[src/rtl/torus_mult_pipe.sv]
// torus_mult_pipe: pipelined signed multiplier with per-beat LO/HI/MAC modes and valid/ready flow control
module torus_mult_pipe #(
  parameter int DATA_WIDTH = 32,
  parameter int STAGES     = 3
) (
  input  logic                  clk,
  input  logic                  rst,
  input  logic                  in_valid,
  output logic                  in_ready,
  input  logic [DATA_WIDTH-1:0] a,
  input  logic [DATA_WIDTH-1:0] b,
  input  logic [1:0]            mode,
  input  logic                  in_last,
  output logic                  out_valid,
  input  logic                  out_ready,
  output logic [DATA_WIDTH-1:0] out
);
  localparam int W = DATA_WIDTH;
  localparam int D = STAGES - 1;
  localparam logic [1:0] M_HI = 2'b01;
  localparam logic [1:0] M_MAC = 2'b10;
  logic [2*W-1:0] r_p [D];
  logic [1:0]     r_m [D];
  logic           r_l [D];
  logic           r_v [D];
  logic [W-1:0]   r_acc;
  logic [W-1:0]   r_out;
  logic           r_ov;
  logic           w_adv;
  logic           w_mac;
  logic           w_emit;
  logic [2*W-1:0] w_prod;
  logic [W-1:0]   w_lo;
  logic [W-1:0]   w_hi;
  logic [W-1:0]   w_sum;
  logic [W-1:0]   w_res;
  assign w_adv     = !r_ov || out_ready;
  assign in_ready  = w_adv;
  assign out_valid = r_ov;
  assign out       = r_out;
  // both operands sign-extended to 2W, so the low 2W bits of the unsigned product are the signed product
  assign w_prod = {{W{a[W-1]}}, a} * {{W{b[W-1]}}, b};
  assign w_lo   = r_p[D-1][W-1:0];
  assign w_hi   = r_p[D-1][2*W-1:W];
  assign w_mac  = r_m[D-1] == M_MAC;
  assign w_sum  = r_acc + w_lo;
  assign w_emit = r_v[D-1] && (!w_mac || r_l[D-1]);
  assign w_res  = w_mac ? w_sum : (r_m[D-1] == M_HI ? w_hi : w_lo);
  // product pipeline: each beat carries its product, mode, last flag and valid bit
  always_ff @(posedge clk or negedge rst)
    if (!rst) begin
      for (int i = 0; i < D; i++) begin
        r_p[i] <= '0;
        r_m[i] <= '0;
        r_l[i] <= 1'b0;
        r_v[i] <= 1'b0;
      end
    end else if (w_adv) begin
      r_p[0] <= w_prod;
      r_m[0] <= mode;
      r_l[0] <= in_last;
      r_v[0] <= in_valid;
      for (int i = 1; i < D; i++) begin
        r_p[i] <= r_p[i-1];
        r_m[i] <= r_m[i-1];
        r_l[i] <= r_l[i-1];
        r_v[i] <= r_v[i-1];
      end
    end
  // output register and accumulator; non-last MAC beats only fold into acc
  always_ff @(posedge clk or negedge rst)
    if (!rst) begin
      r_ov  <= 1'b0;
      r_out <= '0;
      r_acc <= '0;
    end else if (w_adv) begin
      r_ov <= w_emit;
      if (w_emit) r_out <= w_res;
      if (r_v[D-1] && w_mac) r_acc <= r_l[D-1] ? '0 : w_sum;
    end
endmodule
[config.mk]
export PLATFORM = sky130hd
export DESIGN_NAME = torus_mult_pipe
export DESIGN_NICKNAME = d
export VERILOG_FILES = /design/src/rtl/torus_mult_pipe.sv
export SDC_FILE = /design/constraint.sdc
export NUM_CORES = 2
export LEC_CHECK = 0
export CAP_MARGIN = 20
export CORE_ASPECT_RATIO = 0.9
export CORE_MARGIN = 2
export CORE_UTILIZATION = 65
export DETAILED_ROUTE_END_ITERATION = 8
export PLACE_DENSITY = 0.83
export SYNTH_ARGS = -nofsm -noshare
export SYNTH_HDL_FRONTEND = slang
export SYNTH_SLANG_ARGS = --single-unit
[constraint.sdc]
create_clock -name clk -period 4.25 [get_ports clk]
set_input_delay 1.275 -clock clk [delete_from_list [all_inputs] [get_ports clk]]
set_output_delay 1.275 -clock clk [all_outputs]
set_load 0.01 [all_outputs]
==> results of run 1 <==
logic make-up after synthesis:
| logic type | after synthesis |
|---|---|
| buffers and inverters | 1245 |
| multiplexers | 31 |
| flip-flops | 201 |
| AND/OR/NAND/NOR | 1630 |
| AO/OA/AOI/OAI | 467 |
| XOR/XNOR | 94 |
| adder cells (fa/ha/maj) | 1298 |
Yosys cell counts, drive strengths merged, types with 45 or more instances:
library cell / instances / area share [%]
clkbuf: 257 / 2.1
a21o: 45 / 0.74
xnor2: 62 / 1.2
ha: 215 / 5.9
and2: 509 / 6.9
fa: 1083 / 47
a21oi: 135 / 1.5
inv: 980 / 8.0
o21ai: 116 / 1.3
nand2: 872 / 7.1
dfrtp: 201 / 11
nor2: 109 / 0.89
metrics by stage:
stage | hold slack (ps) | instance area [um^2] | TNS (ps) | setup slack, ps | util (%)
CTS | 469.3 | 57960 | -168920 | -3492 | 82.81
detailed placement | 455.8 | 52610 | -233380 | -4611 | 75.17
global placement | 449.5 | 52610 | -226190 | -4490 | 75.17
floorplan | 433.1 | 47650 | -159100 | -3669 | -
what timing repair did:
| item | CTS |
|---|---|
| hold buffers | 0 |
| pin swaps | 316 |
| setup buffers | 199 |
| gates resized for setup | 771 |
| endpoints found under the setup margin | 60 |
| gates cloned | 52 |
metal layers:
layer,overflow,GRT usage [%]
met4,23,57.69
met3,0,48.88
met1,4,64.53
met2,41,82.05
met5,1,30.92
==> flow_metrics.tcl, run 1 <==
set metrics [dict create \
    status "did not finish" \
    lastStage "5_1_grt" \
    toolErrorMsg "[ERROR GRT-0232] Routing congestion too high. Check the congestion heatmap in the GUI." \
    synth_compound_area_share_pct 6.603 \
    cts.sinks 201 \
    clock_tree.root_cell "clkbuf_16" \
    async_flop_share_pct 100.0 \
    synth-simple-area-share_pct 16.76 \
    synth-seq-area-share_pct 10.94 \
    yosys.area_share.xor_xnor_pct 1.791 \
    num_rows 92 \
    start_util_pct 65.69 \
    post-place-cells 6212 \
    synth_edf_count 0 \
    fp.dieW_um 284.3 \
    synthFlopType "dfrtp_1" \
    track_usage_pct 64.23 \
    dp_hpwl_mm 102.0 \
    endpoint_type "register input" \
    synth_mux_area_share_pct 0.7131 \
    synth_cell_type_count 75 \
    yosys_warnings 0 \
    htreeDepth 1 \
    ioPinCount 105 \
    io_buffers 104 \
    clock_path_buffers 3 \
    synth_area_per_cell_um2 9.258 \
    cts_made_buffers 20 \
    syn-num-nets 6335 \
    finalWeightedCongestion 0.9611 \
    die_h_um 256.3 \
    crit_endpoint "r_p[127]$_DFFE_PN0P_/D" \
    grt_max_degree 137 \
    synth_top_family_by_area "adder cells" \
    synthAdderAreaFrac_pct 53.01 \
    netlist_instances 4966 \
    grt_overflow_total 69 \
    synth-seq-cells 201 \
    syn-cell-area_um2 45970 \
]
==> run 2, diff against run 1 <==
- CORE_ASPECT_RATIO: 0.9 -> not set
- CORE_UTILIZATION: 65 -> 40
- PLACE_DENSITY: 0.83 -> not set
- PLACE_DENSITY_LB_ADDON: not set -> 0.15
==> run 2 against run 1 <==
Net effect:
- synthesized cell count unchanged
- synthesized area unchanged
- the flow now finishes, with violations (negative setup slack)
==> flow_metrics.tcl, run 2 <==
set metrics [dict create \
    status "finished with violations" \
    violations "negative setup slack" \
    via_per_inst 5.097 \
    start_util_pct 40.26 \
    synth_edf_count 0 \
    syn-num-nets 6335 \
    clock_latency_ps 530 \
    htreeDepth 1 \
    rsz0062_at_grt "yes" \
    fin_crit_ps 7783 \
    syn-cell-area_um2 45970 \
    drcViolationCount 0 \
    grt_overflow_total 0 \
    maxSlewViolCount 0 \
    cp.required_ps 4640 \
    hold_viol_final 0 \
    hold_ws_ps 467.3 \
    netlist_instances 4966 \
    r2r_slack_ps 480 \
    clock_path_buffers 3 \
    synth_area_per_cell_um2 9.258 \
    firstDrtPassIters 5 \
    cp_common_cell "fa_1" \
    worstMarginPinSlew_ps 792.2 \
    vias 36310 \
    cp-startpoint "a[17]" \
    crit_slowest_cell "fa_1" \
    mostFrequentLayoutCells "944 x fa_1, 884 x inv_1, 815 x nand2_1" \
    track_usage_pct 26.49 \
    worstSetupPathType "in -> reg" \
    io_buffers 104 \
    die_h_um 343.0 \
    grt_pass1_vias 39610 \
    worst_hold_startpoint "r_p[61]" \
    yosys_warnings 0 \
    grt_antenna_before_repair 16 \
    async_flop_share_pct 100.0 \
    cap_violations 0 \
    post-place-cells 6817 \
    drtIter0Drc 2479 \
    clock_tree.root_cell "clkbuf_16" \
    synth-seq-area-share_pct 10.94 \
    synth_top_cell_by_area "fa_1" \
    wire_per_inst_um 21.52 \
    cts_made_buffers 23 \
    nNetsFinal 6961 \
    fill_cells 10290 \
    area_growth_syn_to_layout_pct 32.86 \
    fin_cells 7123 \
    cts_hold_buf 0 \
    die-area_um2 117700 \
    crit_arrival_ps 8170 \
    synth_top_area_share_pct 47.16 \
    fmax_ghz 0.1285 \
    final-setup-viol-count 59 \
    ys_top_cells_by_count "1083 x fa_1, 980 x inv_1, 872 x nand2_1" \
    mostFrequentLayoutCell "fa_1" \
    drive_above_1_share_pct 27.29 \
    end_kind "flip-flop" \
    cts_tree "done" \
    cp_num_buf_inv 6 \
    skew_ps 19.52 \
    period_share_pct 183.1 \
    synth_area_leaders "fa_1 47%, dfrtp_1 11%, inv_1 8.0%" \
    top_register "r_p" \
    drtAntennaViolNets 0 \
    clkTransAtPathRegs_ps 60 \
    critical-path-max-stage-delay_ps 600 \
    wl_mm 153.3 \
    finalWeightedCongestion 0.8529 \
    synth_most_common_cell "fa_1" \
    grt_pass1_wl_mm 237.2 \
    cp_top_family "adder cells" \
    hp-class "reg -> reg" \
    grt_max_degree 140 \
    cp_max_fo 6 \
    largest_reg_flops 128 \
    num_rows 124 \
    coreArea_um2 114200 \
    fp.dieW_um 343.0 \
    ioPinCount 105 \
    cts.sinks 201 \
    max_slew_margin_pct 46.63 \
    layout_setup_ws_ps -3533 \
    dp_hpwl_mm 105.1 \
    synthFlopType "dfrtp_1" \
    synth-seq-cells 201 \
    reg2reg_from "r_p[0]" \
    cp-start-kind "input port" \
    synth_cell_type_count 75 \
]
==> run 2: cell counts after synthesis <==
Identical to the previous run, type by type.
==> run 2: per-stage QoR <==
step	instance area [um^2]	TNS, ps	utilization [%]	setup WS, ps
2_1_floorplan	47650	-159100	-	-3669
3_3_place_gp	53630	-224930	46.96	-4500
3_5_place_dp	53630	-227000	46.96	-4562
4_1_cts	58750	-169810	51.45	-3544
5_1_grt	61070	-180100	53.48	-3716
6_report	61080	-169680	53.49	-3533
==> run 2: tightest hold or removal path, cell delays in order (launching register included) <==
cell	delay, ps
dfrtp_1	340
nand2_1	50
nand2_1	50
==> run 2: kinds of logic (layout without fill, tap and decap cells) <==
kind of cell	count (synthesis)	count (layout)	synth area share [%]
simple gates	1630	1630	16.76
fa+ha+maj	1298	1298	53.01
buf+inv	1245	1886	10.18
compound gates	467	467	6.603
flops	201	201	10.94
xor+xnor	94	94	1.791
mux	31	31	0.7131
other cells	0	4	0
==> run 2: path summary, 6_finish.rpt <==
check / to / cells after the start
max reg2reg: out[20] / 12
min: r_p[61] / 2
max in group asynchronous: r_p[83] / 2
min in group asynchronous: out[12] / 1
min reg2reg: r_p[61] / 2
max: r_p[111] / 26
==> run 2: area by class of cell <==
class	count	area, um^2	area share (%)
antenna	4	10.01	0.01639
clock buffer	32	669.4	1.096
clock inverter	8	130.1	0.2130
inverter	980	3689	6.039
multi-input combinational	3520	39230	64.24
sequential	201	5032	8.239
tap	1512	1892	3.097
timing repair buffer	866	10420	17.06
==> run 2: timing repair <==
item | CTS | global route
cloned | 62 | 12
setup endpoints to repair | 60 | 59
gates resized for setup | 690 | 501
pin swaps | 289 | 353
buffers inserted | 132 | 79
==> run 2: layer usage <==
| layer | track usage (%) | wire [um] | vias up |
|---|---|---|---|
| li1 | - | - | 16040 |
| met1 | 36.08 | 64460 | 18870 |
| met2 | 44.89 | 73600 | 1130 |
| met3 | 3.956 | 10950 | 259 |
| met4 | 5.613 | 4213 | 6 |
| met5 | 0 | 40 | - |
Power of run 2 is left out: the tool's default activity adds up to more than one toggle a clock period on the data nets, which glitch-free logic cannot reach.
